File: src/rtl/ahb_pkg.sv
// ============================================================================
//  Module   : ahb_pkg
//  Purpose  : AHB-Lite encodings shared between the address decoder and the
//             slave-to-master response mux (HTRANS, HRESP, select codes and
//             the default-slave state encoding).
//  Revision : 1.0 - initial release
// ============================================================================
`default_nettype none

package ahb_pkg;

  typedef enum logic [1:0] {
    HTRANS_IDLE   = 2'b00,
    HTRANS_BUSY   = 2'b01,
    HTRANS_NONSEQ = 2'b10,
    HTRANS_SEQ    = 2'b11
  } htrans_e;

  localparam logic HRESP_OKAY  = 1'b0;
  localparam logic HRESP_ERROR = 1'b1;

  // Data-phase select codes produced by the decoder
  localparam int SEL_NONE       = 0;
  localparam int SEL_DEFAULT    = 1;
  localparam int SEL_SLAVE_BASE = 2;

  // Default-slave sequence: ERR1 is only ever seen on entry, ERR2 is held
  typedef enum logic [1:0] {
    DS_IDLE = 2'd0,
    DS_ERR1 = 2'd1,
    DS_ERR2 = 2'd2
  } ds_state_e;

  // NONSEQ and SEQ are the transfers that require a real response
  function automatic logic is_active_xfer(input htrans_e t);
    return (t == HTRANS_NONSEQ) || (t == HTRANS_SEQ);
  endfunction

endpackage

`default_nettype wire

File: src/rtl/ahb_default_slave.sv
// ============================================================================
//  Module   : ahb_default_slave
//  Purpose  : Default slave for unmapped addresses. Answers NONSEQ/SEQ with
//             a two-cycle ERROR and IDLE/BUSY with a zero-wait OKAY.
//  Revision : 1.0 - initial release
// ============================================================================
`default_nettype none

module ahb_default_slave
  import ahb_pkg::*;
(
  input  logic    ahb_clk_in,
  input  logic    ahb_rstn_in,
  input  logic    i_active,
  input  htrans_e i_htrans_dp,
  output logic    o_hready,
  output logic    o_hresp
);

  ds_state_e r_state;
  ds_state_e w_state_cur;

  // ERR1 is recognised on entry so the very first data-phase cycle shows it
  always_comb begin
    w_state_cur = r_state;
    if ((r_state == DS_IDLE) && i_active && is_active_xfer(i_htrans_dp)) begin
      w_state_cur = DS_ERR1;
    end
  end

  // Sequence ERR1 -> ERR2 -> IDLE; leaves the sequence whenever deselected
  always_ff @(posedge ahb_clk_in or negedge ahb_rstn_in) begin
    if (!ahb_rstn_in) begin
      r_state <= DS_IDLE;
    end else if (!i_active) begin
      r_state <= DS_IDLE;
    end else begin
      case (w_state_cur)
        DS_ERR1: r_state <= DS_ERR2;
        default: r_state <= DS_IDLE;
      endcase
    end
  end

  // Response decode of the state currently presented to the master
  always_comb begin
    o_hready = 1'b1;
    o_hresp  = HRESP_OKAY;
    case (w_state_cur)
      DS_ERR1: begin
        o_hready = 1'b0;
        o_hresp  = HRESP_ERROR;
      end
      DS_ERR2: begin
        o_hready = 1'b1;
        o_hresp  = HRESP_ERROR;
      end
      default: ;
    endcase
  end

endmodule

`default_nettype wire

File: src/rtl/ahb_slave_mux.sv
// ============================================================================
//  Module   : ahb_slave_mux
//  Purpose  : AHB-Lite slave-to-master response mux. Routes the selected
//             slave's HRDATA/HREADYOUT/HRESP to the master, embeds the
//             default slave, and returns HREADY to the decoder.
//             Optional hung-slave timeout: define AHB_MUX_TIMEOUT_EN.
//  Revision : 1.0 - initial release
// ============================================================================
`default_nettype none

module ahb_slave_mux
  import ahb_pkg::*;
#(
  parameter int SLAVE_DEVICES  = 2,
  parameter int AHB_DATA_WIDTH = 32,
  parameter int TIMEOUT_CYCLES = 16
) (
  input  logic                                    ahb_clk_in,
  input  logic                                    ahb_rstn_in,
  input  logic [$clog2(SLAVE_DEVICES):0]          multi_sel_in,
  input  logic [1:0]                              htrans_in,
  input  logic [SLAVE_DEVICES*AHB_DATA_WIDTH-1:0] slave_rdata_in,
  input  logic [SLAVE_DEVICES-1:0]                slave_ready_in,
  input  logic [SLAVE_DEVICES-1:0]                slave_resp_in,
  output logic [AHB_DATA_WIDTH-1:0]               hrdata_out,
  output logic                                    hready_out,
  output logic                                    hresp_out,
  output logic                                    multi_ready_out,
  output logic                                    timeout_flag_out
);

  if ((TIMEOUT_CYCLES < 2) || (TIMEOUT_CYCLES > 1023)) begin : g_timeout_range_chk
    $error("ahb_slave_mux: TIMEOUT_CYCLES must be within 2..1023");
  end

  logic [31:0]               w_sel;
  logic                      w_slv_sel;
  logic                      w_def_sel;
  logic [AHB_DATA_WIDTH-1:0] w_slv_rdata;
  logic                      w_slv_ready;
  logic                      w_slv_resp;
  logic                      w_ds_hready;
  logic                      w_ds_hresp;
  logic                      w_to_err1;
  logic                      w_to_err2;
  logic [AHB_DATA_WIDTH-1:0] w_hrdata;
  logic                      w_hready;
  logic                      w_hresp;
  htrans_e                   r_htrans_dp;

  assign w_sel = 32'(multi_sel_in);

  // Pick the addressed real slave; codes outside the slave range fall to the default slave
  always_comb begin
    w_slv_sel   = 1'b0;
    w_slv_rdata = '0;
    w_slv_ready = 1'b1;
    w_slv_resp  = HRESP_OKAY;
    for (int k = 0; k < SLAVE_DEVICES; k++) begin
      if (w_sel == 32'(SEL_SLAVE_BASE + k)) begin
        w_slv_sel   = 1'b1;
        w_slv_rdata = slave_rdata_in[k*AHB_DATA_WIDTH +: AHB_DATA_WIDTH];
        w_slv_ready = slave_ready_in[k];
        w_slv_resp  = slave_resp_in[k];
      end
    end
  end

  assign w_def_sel = (w_sel != 32'(SEL_NONE)) && !w_slv_sel;

  // Track HTRANS into the data phase so it lines up with multi_sel_in
  always_ff @(posedge ahb_clk_in or negedge ahb_rstn_in) begin
    if (!ahb_rstn_in) begin
      r_htrans_dp <= HTRANS_IDLE;
    end else if (w_hready) begin
      r_htrans_dp <= htrans_e'(htrans_in);
    end
  end

  ahb_default_slave u_default_slave (
    .ahb_clk_in  (ahb_clk_in),
    .ahb_rstn_in (ahb_rstn_in),
    .i_active    (w_def_sel),
    .i_htrans_dp (r_htrans_dp),
    .o_hready    (w_ds_hready),
    .o_hresp     (w_ds_hresp)
  );

`ifdef AHB_MUX_TIMEOUT_EN
  localparam int c_CNT_W = 10;

  logic [c_CNT_W-1:0]            r_to_cnt;
  logic [c_CNT_W-1:0]            w_cnt_cur;
  logic [$clog2(SLAVE_DEVICES):0] r_sel_q;
  logic                          r_to_err2;
  logic                          r_flag;

  // A change of select starts a fresh wait count
  assign w_cnt_cur = (multi_sel_in == r_sel_q) ? r_to_cnt : '0;
  assign w_to_err2 = r_to_err2 && w_slv_sel;
  assign w_to_err1 = w_slv_sel && !w_to_err2 &&
                     (w_cnt_cur == c_CNT_W'(TIMEOUT_CYCLES - 1));

  // Count consecutive slave wait states and arm the forced two-cycle ERROR
  always_ff @(posedge ahb_clk_in or negedge ahb_rstn_in) begin
    if (!ahb_rstn_in) begin
      r_to_cnt  <= '0;
      r_sel_q   <= '0;
      r_to_err2 <= 1'b0;
      r_flag    <= 1'b0;
    end else begin
      r_sel_q   <= multi_sel_in;
      r_to_err2 <= w_to_err1;
      if (w_to_err1) begin
        r_flag <= 1'b1;
      end
      if (w_slv_sel && !w_slv_ready && !w_to_err1 && !w_to_err2) begin
        r_to_cnt <= w_cnt_cur + 1'b1;
      end else begin
        r_to_cnt <= '0;
      end
    end
  end

  assign timeout_flag_out = r_flag;
`else
  assign w_to_err1        = 1'b0;
  assign w_to_err2        = 1'b0;
  assign timeout_flag_out = 1'b0;
`endif

  // Final response: forced timeout ERROR overrides the slave, then slave, then default slave
  always_comb begin
    w_hrdata = '0;
    w_hready = 1'b1;
    w_hresp  = HRESP_OKAY;
    if (w_to_err1) begin
      w_hready = 1'b0;
      w_hresp  = HRESP_ERROR;
    end else if (w_to_err2) begin
      w_hready = 1'b1;
      w_hresp  = HRESP_ERROR;
    end else if (w_slv_sel) begin
      w_hrdata = w_slv_rdata;
      w_hready = w_slv_ready;
      w_hresp  = w_slv_resp;
    end else if (w_def_sel) begin
      w_hready = w_ds_hready;
      w_hresp  = w_ds_hresp;
    end
  end

  assign hrdata_out      = w_hrdata;
  assign hready_out      = w_hready;
  assign hresp_out       = w_hresp;
  assign multi_ready_out = w_hready;

endmodule

`default_nettype wire

File: config.mk
export PLATFORM = sky130hd
export DESIGN_NAME = ahb_slave_mux
export DESIGN_NICKNAME = d
export VERILOG_FILES = /design/src/rtl/ahb_pkg.sv /design/src/rtl/ahb_default_slave.sv /design/src/rtl/ahb_slave_mux.sv
export SDC_FILE = /design/constraint.sdc
export NUM_CORES = 1
export LEC_CHECK = 0
export ABC_CLOCK_PERIOD_IN_PS = 3000
export CAP_MARGIN = 30
export CORE_MARGIN = 1.5
export CORE_UTILIZATION = 25
export DETAILED_ROUTE_END_ITERATION = 10
export GPL_TIMING_DRIVEN = 0
export MAX_ROUTING_LAYER = met4
export PLACE_DENSITY = 0.87
export SYNTH_ARGS = -nofsm -noshare
export SYNTH_HDL_FRONTEND = slang
export SYNTH_SLANG_ARGS = --single-unit
File: constraint.sdc
create_clock -name ahb_clk_in -period 3 [get_ports ahb_clk_in]
set_clock_uncertainty 0.05 [all_clocks]
set_input_delay 0.6 -clock ahb_clk_in [delete_from_list [all_inputs] [get_ports ahb_clk_in]]
set_output_delay 0.6 -clock ahb_clk_in [all_outputs]
set_load 0.01 [all_outputs]
Word level (Yosys, flattened, before mapping)
Cells that the tools add are included.
{"block": "word_totals", "regBits": 4, "elab_cells": 34, "ram_bits": 0, "n_memories": 0, "latch_bits": 0, "mem_bits_ro": 0}
{"block": "op_classes", "add_sub_neg": 0, "shift": 0, "n_reduce_logical": 8, "muxes": 18, "mul": 0, "div": 0, "bitwise_logic": 0, "eq_ne": 6, "magnitude_cmp": 0}
{"operator": "$mux 32", "count": 3}
{"operator": "$reduce_bool 32->1", "count": 1}
{"operator": "$mux 1", "count": 12}
{"operator": "$eq 2x2->1 const B", "count": 5}
{"operator": "$mux 2", "count": 3}
{"operator": "$logic_and 1x1->1", "count": 3}
{"operator": "$eq 2x1->1 const B", "count": 1}
{"operator": "$logic_not 2->1", "count": 1}
{"operator": "$reduce_or 2->1", "count": 1}
{"operator": "$logic_not 1->1", "count": 1}
{"operator": "$logic_or 1x1->1", "count": 1}

Longest topological paths before layout
Gate-level depths: netlist of the first run.
{"block": "logic_depth", "word_depth": 13, "mapped_depth": 4, "depth_no_buf": 3}

By module
From an unflattened synthesis of the first run, not the netlist that was laid out.
{"block": "hier_totals", "cells_unflattened": 89, "area_unflattened_um2": 768.2}
{"module": "ahb_slave_mux", "instances": 1, "area_per_inst_um2": 719.4, "cells_per_inst": 85}
{"module": "ahb_default_slave", "instances": 1, "area_per_inst_um2": 48.8, "cells_per_inst": 4}

Worst setup path before layout of the first run
OpenSTA, ideal clock, no wires.
{"block": "synth_path", "kind": "input-to-output", "startpoint": "input multi_sel_in[0]", "endpoint": "output hresp_out", "setup_slack_ns": 0.993, "t_arrival_ns": 1.357, "stages": 4, "n_path_buf": 2, "cell_sequence": "buf_6 > buf_2 > o21ai_0 > o21ai_0"}
{"block": "synth_between", "elab_chain_len": 13}
{"element": "start: declaration", "line": "ahb_slave_mux.sv:20", "text": "input logic [$clog2(SLAVE_DEVICES):0] multi_sel_in,"}
{"element": "$eq 2x2->1", "line": "ahb_slave_mux.sv:60", "text": "if (w_sel == 32'(SEL_SLAVE_BASE + k)) begin"}
{"element": "$mux 1 (2 in a row)", "line": "ahb_slave_mux.sv:60"}
{"element": "$logic_not 1->1", "line": "ahb_slave_mux.sv:69", "text": "assign w_def_sel = (w_sel != 32'(SEL_NONE)) && !w_slv_sel;"}
{"element": "$logic_and 1x1->1", "line": "ahb_slave_mux.sv:69"}
{"element": "$logic_and 1x1->1 (2 in a row)", "line": "ahb_default_slave.sv:26", "text": "if ((r_state == DS_IDLE) && i_active && is_active_xfer(i_htrans_dp)) begin"}
{"element": "$mux 2", "line": "ahb_default_slave.sv:26"}
{"element": "$eq 2x1->1 / $eq 2x2->1 (equally long branches)", "line": "ahb_default_slave.sv:49", "text": "case (w_state_cur)"}
{"element": "$reduce_or 2->1 (no source line)"}
{"element": "$mux 1", "line": "ahb_default_slave.sv:49"}
{"element": "$mux 1", "line": "ahb_slave_mux.sv:147", "text": "end else if (w_def_sel) begin"}
{"element": "$mux 1 *", "line": "ahb_slave_mux.sv:143", "text": "end else if (w_slv_sel) begin"}
{"element": "end: declaration", "line": "ahb_slave_mux.sv:27", "text": "output logic hresp_out,"}
Mark *: on every way between the ends. The rest lies on a longest branch, timed or not.

Worst setup path in the final report of the first run
{"block": "layout_path", "startpoint": "input multi_sel_in[1]", "endpoint": "output hrdata_out[7]"}
{"block": "layout_between", "elab_chain_len": 4}
{"element": "$eq 2x2->1", "line": "ahb_slave_mux.sv:60"}
{"element": "$mux 32 / $mux 1 (equally long branches) (2 in a row)", "line": "ahb_slave_mux.sv:60"}
{"element": "$mux 32 *", "line": "ahb_slave_mux.sv:143"}
{"element": "end: declaration", "line": "ahb_slave_mux.sv:25", "text": "output logic [AHB_DATA_WIDTH-1:0] hrdata_out,"}
Marks and branches as above.

==> impl_metrics.tcl, run 1 <==
set metrics [dict create \
    worstSkewPairLatency_ns 0.23 \
    critPathLaunchType "input port" \
    cts_buffers 3 \
    p_seq_share_pct 9.2 \
    max_freq_ghz 0.350 \
    pre_cts_ws_ns 0.0175 \
    cts_tree "done" \
    num_vias 1052 \
    routed_wl_um 2940 \
    ys_warn_count 0 \
    ir_drop_uv 178 \
    ctsResizeCount 0 \
    grt_pass1_vias 1061 \
    fin_nets 273 \
    reg2reg_from "u_default_slave.r_state[1]" \
    crit_fanout 10 \
    rsz0062_at_grt "false" \
    viasPerCell 4.61 \
    syn_avg_cell_area_um2 8.23 \
    worst_slack_ns 0.144 \
    combPwrFrac_pct 73.3 \
    report.final.slew_viol_count 0 \
    die_h_um 56.8 \
    drcViolationCount 0 \
    ys_seq_area_share_pct 6.91 \
    grt_pass1_wl_um 4570 \
    cp.required_ns 2.35 \
    place_hpwl_um 2510 \
    worstSetupEndpointType "output pin" \
    initial_core_util_pct 26.3 \
    antenna_found_initial 0 \
    rows 19 \
    coreArea_um2 2760 \
    overflow 0 \
    finalPower_mw 0.353 \
    p_sw_share_pct 28.7 \
    track_usage_pct 18.5 \
    switching_power_mw 0.101 \
    ctsHoldBuffers 0 \
    die_x_um 56.8 \
    grt_max_degree 11 \
    syn2layout_area_growth_pct 155 \
    drt_iter0_drc 20 \
    p_leak_nw 0.780 \
    internal_power_mw 0.252 \
    io_pins 110 \
    cts-root-buf "clkbuf_4" \
    drt-wirelength-per-cell_um 12.9 \
    first_pass_iters 4 \
    outcome "completed" \
    cap_viol_max_count 0 \
    timing.critical_path.arrival_ns 2.21 \
    synth_mux_area_share_pct 49.1 \
    yosys.area_share.adder_pct 0 \
    routabilityCongestion 0.638 \
    period_share_pct 95.2 \
    r2r_slack_ns 2.03 \
    synth_top_family_by_area "multiplexers" \
    syn_inst 88 \
    setup_viol 0 \
    cts_buffer_depth 2 \
    antenna_cells 0 \
    htreeDepth 1 \
    yosys.area_share.xor_xnor_pct 0 \
    cts_setup_buffers 0 \
    fin_tns_setup_ns 0 \
    synth_compound_area_share_pct 4.49 \
    synth_area_um2 724 \
    p_clk_share_pct 17.5 \
    drive_above_1_share_pct 8.63 \
    synth_nets 162 \
    ys_types 18 \
    ant_nets 0 \
    synth_seq_cells 2 \
    critPathKind "input port to output pin" \
    dieArea_um2 3230 \
    reg2reg_to "r_htrans_dp[1]" \
    path_clk_slew_ns 0.03 \
    finalHoldViolations 0 \
    fin_crit_ns 2.86 \
    io_buffers 106 \
    synthSimpleGateAreaFrac_pct 29.9 \
    worstRegToRegCells 3 \
    hp-class "input port to async pin" \
    cts_sinks 2 \
    power_density_nw_per_um2 191 \
]
==> power groups by stage <==
| stage | logic, mW | clock network [mW] | registers (mW) |
|---|---|---|---|
| 3_3_place_gp | 0.254 | 0 | 0.0317 |
| 6_report | 0.259 | 0.0616 | 0.0325 |
| 5_1_grt | 0.278 | 0.0620 | 0.0329 |
| 3_5_place_dp | 0.260 | 0 | 0.0324 |
| 2_1_floorplan | 0.0942 | 0 | 0.0313 |
| 4_1_cts | 0.261 | 0.0623 | 0.0321 |
==> worst max path at each step <==
stage | startpoint | end | slack (ns) | cells past startpoint
CTS | multi_sel_in[1] | hrdata_out[16] | 0.005 | 5
global placement | multi_sel_in[1] | hrdata_out[17] | 0.03 | 5
detailed placement | multi_sel_in[1] | hrdata_out[19] | 0.02 | 5
floorplan | multi_sel_in[0] | hresp_out | 0.99 | 4
finish | multi_sel_in[1] | hrdata_out[7] | 0.14 | 5
global route | multi_sel_in[1] | hrdata_out[16] | 0.01 | 5
==> Yosys cell counts <==
library cell | count | area [µm²]
buf_4 | 4 | 30.0
clkbuf_1 | 2 | 7.51
buf_6 | 1 | 11.3
conb_1 | 1 | 3.75
nor2b_1 | 32 | 200
dfrtp_1 | 2 | 50.1
nand2_1 | 1 | 3.75
buf_2 | 2 | 10.0
a21oi_1 | 1 | 5.00
inv_1 | 1 | 3.75
o21ai_0 | 2 | 10.0
mux2i_2 | 1 | 13.8
a311oi_1 | 1 | 8.76
a21oi_2 | 1 | 8.76
mux2i_1 | 33 | 330
mux2_2 | 1 | 11.3
buf_1 | 1 | 3.75
and4bb_2 | 1 | 12.5
==> cell type report <==
type / count / area [µm²]
well taps: 31 / 38.8
plain buffers: 10 / 66.3
fillers: 244 / 907
repair buffers: 106 / 1060
inverters: 1 / 3.75
multi-input cells: 75 / 608
flip-flops and latches: 2 / 50.0
clock buffers: 3 / 22.5
==> routing by layer <==
layer,track usage [%],share of wire (%)
met5,-,0
met4,6.98,1.6
met3,4.61,12
met2,35.2,50
met1,17.6,36
==> cells by family (layout without fill, tap and decap cells) <==
logic type,after synthesis,count (layout)
AOI/OAI and AO/OA,5,5
buffers and inverters,11,120
DFF,2,2
muxes,35,35
other,1,1
and+or+nand+nor,34,34
==> through the flow <==
stage	hold slack [ns]	util (%)	instances	area, µm²
finish	0.487	67.1	228	1850
floorplan	0.254	-	88	724
CTS	0.489	67.0	228	1850
global placement	0.544	66.2	225	1820
global route	0.494	67.1	228	1850
detailed placement	0.616	66.2	225	1820
==> sequential cells by signal, summed over array words and instances (netlist names) <==
signal                   count
r_htrans_dp                  1
u_default_slave.r_state      1
==> cell usage in the layout (no fill, tap or decap) <==
cell,netlist,routed
mux2_2,1,1
clkbuf_4,0,3
nand2_1,1,1
clkdlybuf4s50_1,0,106
buf_2,2,2
dfrtp_1,2,2
and4bb_2,1,1
a21oi_1,1,1
o21ai_0,2,2
a21oi_2,1,1
a311oi_1,1,1
mux2i_1,33,33
clkbuf_2,0,3
conb_1,1,1
nor2b_1,32,32
inv_1,1,1
buf_4,4,4
buf_6,1,1
mux2i_2,1,1
==> critical path: stages <==
cell	delay, ns
clkdlybuf4s50_1	0.47
buf_2	0.20
clkbuf_2	0.21
nor2b_1	0.15
clkdlybuf4s50_1	0.57
No activity file was read; power rests on OpenSTA's default activity.
==> run 2: changes to the inputs <==
--- a/config.mk
+++ b/config.mk
@@ -13,6 +13,7 @@
 export GPL_TIMING_DRIVEN = 0
 export MAX_ROUTING_LAYER = met4
 export PLACE_DENSITY = 0.87
+export RECOVER_POWER = 50
 export SYNTH_ARGS = -nofsm -noshare
 export SYNTH_HDL_FRONTEND = slang
 export SYNTH_SLANG_ARGS = --single-unit
==> constraint.sdc (replaced) <==
create_clock -name ahb_clk_in -period 3 [get_ports ahb_clk_in]
set_clock_uncertainty 0.05 [all_clocks]
set_input_delay 0.45 -clock ahb_clk_in [delete_from_list [all_inputs] [get_ports ahb_clk_in]]
set_output_delay 0.45 -clock ahb_clk_in [all_outputs]
set_load 0.01 [all_outputs]
==> impl_metrics.tcl, run 2 (synthesis results as in run 1) <==
set metrics [dict create \
    die_h_um 56.8 \
    crit_fanout 10 \
    max_freq_ghz 0.359 \
    coreArea_um2 2760 \
    routed_wl_um 2940 \
    outcome "completed" \
    setup_viol 0 \
    viasPerCell 4.62 \
    combPwrFrac_pct 73.1 \
    crit_path_end "hrdata_out[7]" \
    cts_sinks 2 \
    rows 19 \
    cp-startpoint "multi_sel_in[1]" \
    syn2layout_area_growth_pct 155 \
    cts_buffer_depth 2 \
    r2r_slack_ns 2.00 \
    p_seq_share_pct 9.4 \
    worstSetupEndpointType "output pin" \
    fin_crit_ns 2.79 \
    overflow 0 \
    initial_core_util_pct 26.3 \
    cap_viol_max_count 0 \
    final_area_um2 1850 \
    ctsHoldBuffers 0 \
    internal_power_mw 0.245 \
    antenna_found_initial 0 \
    ir_drop_uv 174 \
    timing.critical_path.buf_inv 4 \
    critPathLaunchType "input port" \
    fin_nets 273 \
    cp.required_ns 2.50 \
    postLayoutCoreUtil_pct 67.0 \
    switching_power_mw 0.0996 \
    die_x_um 56.8 \
    htreeDepth 1 \
    drcViolationCount 0 \
    path_clk_slew_ns 0.03 \
    track_usage_pct 18.5 \
    first_pass_iters 4 \
    reg2reg_from "u_default_slave.r_state[1]" \
    rsz0062_at_grt "false" \
    drive_above_1_share_pct 7.11 \
    p_sw_share_pct 28.9 \
    io_buffers 106 \
    num_vias 1054 \
    critPathMostFrequentCell "dlygate4sd3_1" \
    timing.critical_path.arrival_ns 2.29 \
    dieArea_um2 3230 \
    fin_tns_setup_ns 0 \
    reg.largest.list "r_htrans_dp x1, u_default_slave.r_state x1" \
    report.final.slew_viol_count 0 \
    p_clk_share_pct 17.5 \
    period_share_pct 92.8 \
    grt_pass1_vias 1061 \
    final_common_cell "clkdlybuf4s50_1" \
    grt_max_degree 11 \
    finalPower_mw 0.345 \
    cts-root-buf "clkbuf_4" \
    placed_area_um2 1820 \
    reg2reg_to "r_htrans_dp[1]" \
    place_hpwl_um 2510 \
    worstSkewPairLatency_ns 0.23 \
    finalHoldViolations 0 \
    cts_setup_buffers 0 \
    critPathMaxStageDelay_ns 0.64 \
    crit_chain "dlygate4sd3_1 > buf_2 > clkbuf_1 > nor2b_1 > dlygate4sd3_1" \
    ctsResizeCount 0 \
    cp_slowest_cell "dlygate4sd3_1" \
    io_pins 110 \
    antenna_cells 0 \
    holdWs_ns 0.410 \
    drt-wirelength-per-cell_um 12.9 \
    p_leak_nw 0.794 \
    critPathKind "input port to output pin" \
    ant_nets 0 \
    drt_iter0_drc 21 \
    final_cell_mix "clkdlybuf4s50_1 (90), mux2i_1 (33), nor2b_1 (32)" \
    path_depth 5 \
    hp-class "input port to async pin" \
    cts_buffers 3 \
    cts_tree "done" \
    worstRegToRegCells 3 \
    routabilityCongestion 0.638 \
    power_density_nw_per_um2 187 \
    critPathTopFamily "buffers and inverters" \
    grt_pass1_wl_um 4570 \
]
==> run 2: metrics by stage <==
step | cells | setup slack, ns
2_1_floorplan | 88 | 1.29
3_3_place_gp | 225 | 0.333
3_5_place_dp | 225 | 0.317
4_1_cts | 228 | 0.305
5_1_grt | 228 | 0.119
6_report | 228 | 0.215
==> run 2: layout make-up <==
cell class / instances / area [µm²]
sequential: 2 / 50.0
timing repair buffer: 106 / 1060
inverter: 1 / 3.75
fill: 242 / 911
clock buffer: 3 / 22.5
tap: 31 / 38.8
buffer: 10 / 62.6
multi-input combinational: 75 / 608
==> run 2: worst min-delay path by stage <==
stage | end | from | slack (ns)
2_1_floorplan | r_htrans_dp[1] | ahb_rstn_in | 0.10
3_3_place_gp | r_htrans_dp[1] | r_htrans_dp[1] | 0.54
3_5_place_dp | u_default_slave.r_state[1] | ahb_rstn_in | 0.58
4_1_cts | u_default_slave.r_state[1] | ahb_rstn_in | 0.34
5_1_grt | u_default_slave.r_state[1] | ahb_rstn_in | 0.41
6_report | u_default_slave.r_state[1] | ahb_rstn_in | 0.41
==> run 2: power groups by stage <==
stage,registers [mW],logic [mW],clock network [mW]
4_1_cts,0.0321,0.261,0.0623
2_1_floorplan,0.0313,0.0942,0
3_3_place_gp,0.0317,0.254,0
3_5_place_dp,0.0324,0.260,0
5_1_grt,0.0329,0.271,0.0620
6_report,0.0323,0.252,0.0605
==> run 2: layer usage <==
layer / wire length (µm) / vias to the layer above / GRT usage (%)
li1: - / 515 / -
met1: 1060 / 458 / 17.6
met2: 1490 / 74 / 35.2
met3: 334 / 7 / 4.61
met4: 52 / 0 / 6.98
met5: 0 / - / -
==> run 3: changes to the inputs <==
--- a/config.mk
+++ b/config.mk
@@ -8,7 +8,7 @@
 export ABC_CLOCK_PERIOD_IN_PS = 3000
 export CAP_MARGIN = 30
 export CORE_MARGIN = 1.5
-export CORE_UTILIZATION = 25
+export CORE_UTILIZATION = 26
 export DETAILED_ROUTE_END_ITERATION = 10
 export GPL_TIMING_DRIVEN = 0
 export MAX_ROUTING_LAYER = met4
@@ -16,4 +16,5 @@
 export RECOVER_POWER = 50
 export SYNTH_ARGS = -nofsm -noshare
 export SYNTH_HDL_FRONTEND = slang
+export SYNTH_HIERARCHICAL = 1
 export SYNTH_SLANG_ARGS = --single-unit
==> impl_metrics.tcl, run 3 <==
set metrics [dict create \
    timing.critical_path.arrival_ns 1.95 \
    dpl.cell_count 223 \
    place_hpwl_um 2350 \
    routed_wl_um 2730 \
    pre_cts_ws_ns 0.654 \
    track_usage_pct 17.2 \
    period_share_pct 81.7 \
    grt_max_degree 11 \
    combPwrFrac_pct 73.6 \
    report.final.slew_viol_count 0 \
    fin_tns_setup_ns 0 \
    syn2layout_area_growth_pct 151 \
    drcViolationCount 0 \
    routabilityCongestion 0.718 \
    ir_drop_uv 292 \
    drt-wirelength-per-cell_um 12.1 \
    ctsHoldBuffers 0 \
    io_pins 110 \
    ctsResizeCount 0 \
    die_x_um 56.1 \
    critPathKind "input port to output pin" \
    num_vias 1022 \
    cp_slowest_cell "clkdlybuf4s50_1" \
    syn_avg_cell_area_um2 8.41 \
    drt_iter0_drc 9 \
    power_density_nw_per_um2 182 \
    switching_power_mw 0.0923 \
    cts_buffer_depth 2 \
    worst_slack_ns 0.548 \
    rsz0062_at_grt "false" \
    cap_viol_max_count 0 \
    hp-class "input port to async pin" \
    postLayoutCoreUtil_pct 67.9 \
    final_common_cell "clkdlybuf4s50_1" \
    r2r_slack_ns 1.70 \
    cts_tree "done" \
    crit_fanout 9 \
    drive_above_1_share_pct 6.15 \
    rows 19 \
    final_cell_mix "clkdlybuf4s50_1 (89), mux2i_1 (33), nor2b_1 (33)" \
    antenna_found_initial 0 \
    worstSkewPairLatency_ns 0.22 \
    path_clk_slew_ns 0.03 \
    critPathLaunchType "input port" \
    synth_area_um2 732 \
    viasPerCell 4.52 \
    grt_pass1_vias 1033 \
    cp.required_ns 2.50 \
    outcome "completed" \
    internal_power_mw 0.242 \
    cts_buffers 3 \
    first_pass_iters 2 \
    ys_warn_count 6 \
    grt_pass1_wl_um 4350 \
    antenna_cells 0 \
    io_buffers 105 \
    ant_nets 0 \
    worstSetupEndpointType "output pin" \
    cts-root-buf "clkbuf_4" \
    max_freq_ghz 0.408 \
    p_seq_share_pct 9.2 \
    fin_nets 271 \
    reg.largest.list "r_htrans_dp x1, u_default_slave/r_state x1" \
    die_h_um 56.1 \
    dieArea_um2 3140 \
    p_sw_share_pct 27.6 \
    p_clk_share_pct 17.2 \
    cts_sinks 2 \
    syn_inst 87 \
    finalHoldViolations 0 \
    p_leak_nw 0.808 \
    finalPower_mw 0.335 \
    coreArea_um2 2710 \
    synth_nets 161 \
    initial_core_util_pct 27.0 \
    htreeDepth 1 \
    cts_setup_buffers 0 \
    fin_crit_ns 2.45 \
    critPathMaxStageDelay_ns 0.53 \
    final.fill_count 227 \
    overflow 0 \
    setup_viol 0 \
    crit_chain "clkbuf_1 > nor2b_1 > nand3b_1 > nor3b_2 > a21oi_1 > buf_4 > clkdlybuf4s50_1" \
    instances_no_fill 226 \
]
## run 3: metal layers
layer	vias to the layer above	share of wire (%)	GRT usage, %
li1	511	-	-
met1	451	35	16.5
met2	58	55	35.0
met3	2	9.4	3.49
met4	0	0.59	3.06
met5	-	0	-
## run 3: stage by stage
stage               instance area [µm²]  hold WS, ns
floorplan                           732        0.104
global placement                   1820        0.488
detailed placement                 1820        0.507
CTS                                1840        0.339
global route                       1840        0.413
finish                             1840        0.411
## run 3: final cells by class
class | instances | area (µm²) | area share (%)
Clock buffer | 3 | 22.5 | 1.22
Buffer | 10 | 63.8 | 3.47
Multi-Input combinational cell | 75 | 613 | 33.3
Sequential cell | 2 | 50.0 | 2.72
Tap cell | 31 | 38.8 | 2.11
Timing Repair Buffer | 105 | 1050 | 57.1
## run 3: worst max-delay path, delay by kind of cell
family | cells | cell delay, ns
AO/OA/AOI/OAI | 1 | 0.22
buffers and inverters | 3 | 0.96
AND/OR/NAND/NOR | 3 | 0.32
## run 3: worst paths after layout
kind | depth (start not counted) | to | start
worst min-delay path | 1 | u_default_slave/r_state[1] | ahb_rstn_in
worst min register to register | 1 | r_htrans_dp[1] | r_htrans_dp[1]
min in group ahb_clk_in | 1 | r_htrans_dp[1] | r_htrans_dp[1]
worst max-delay path | 7 | multi_ready_out | multi_sel_in[1]
max in group asynchronous | 1 | r_htrans_dp[1] | ahb_rstn_in
worst max register to register | 4 | r_htrans_dp[1] | r_htrans_dp[1]
## run 3: power groups by stage
stage	Clock [mW]	Sequential, mW	Combinational [mW]
floorplan	0	0.0308	0.0931
global placement	0	0.0310	0.250
detailed placement	0	0.0312	0.255
CTS	0.0596	0.0309	0.256
global route	0.0603	0.0314	0.264
finish	0.0575	0.0309	0.246
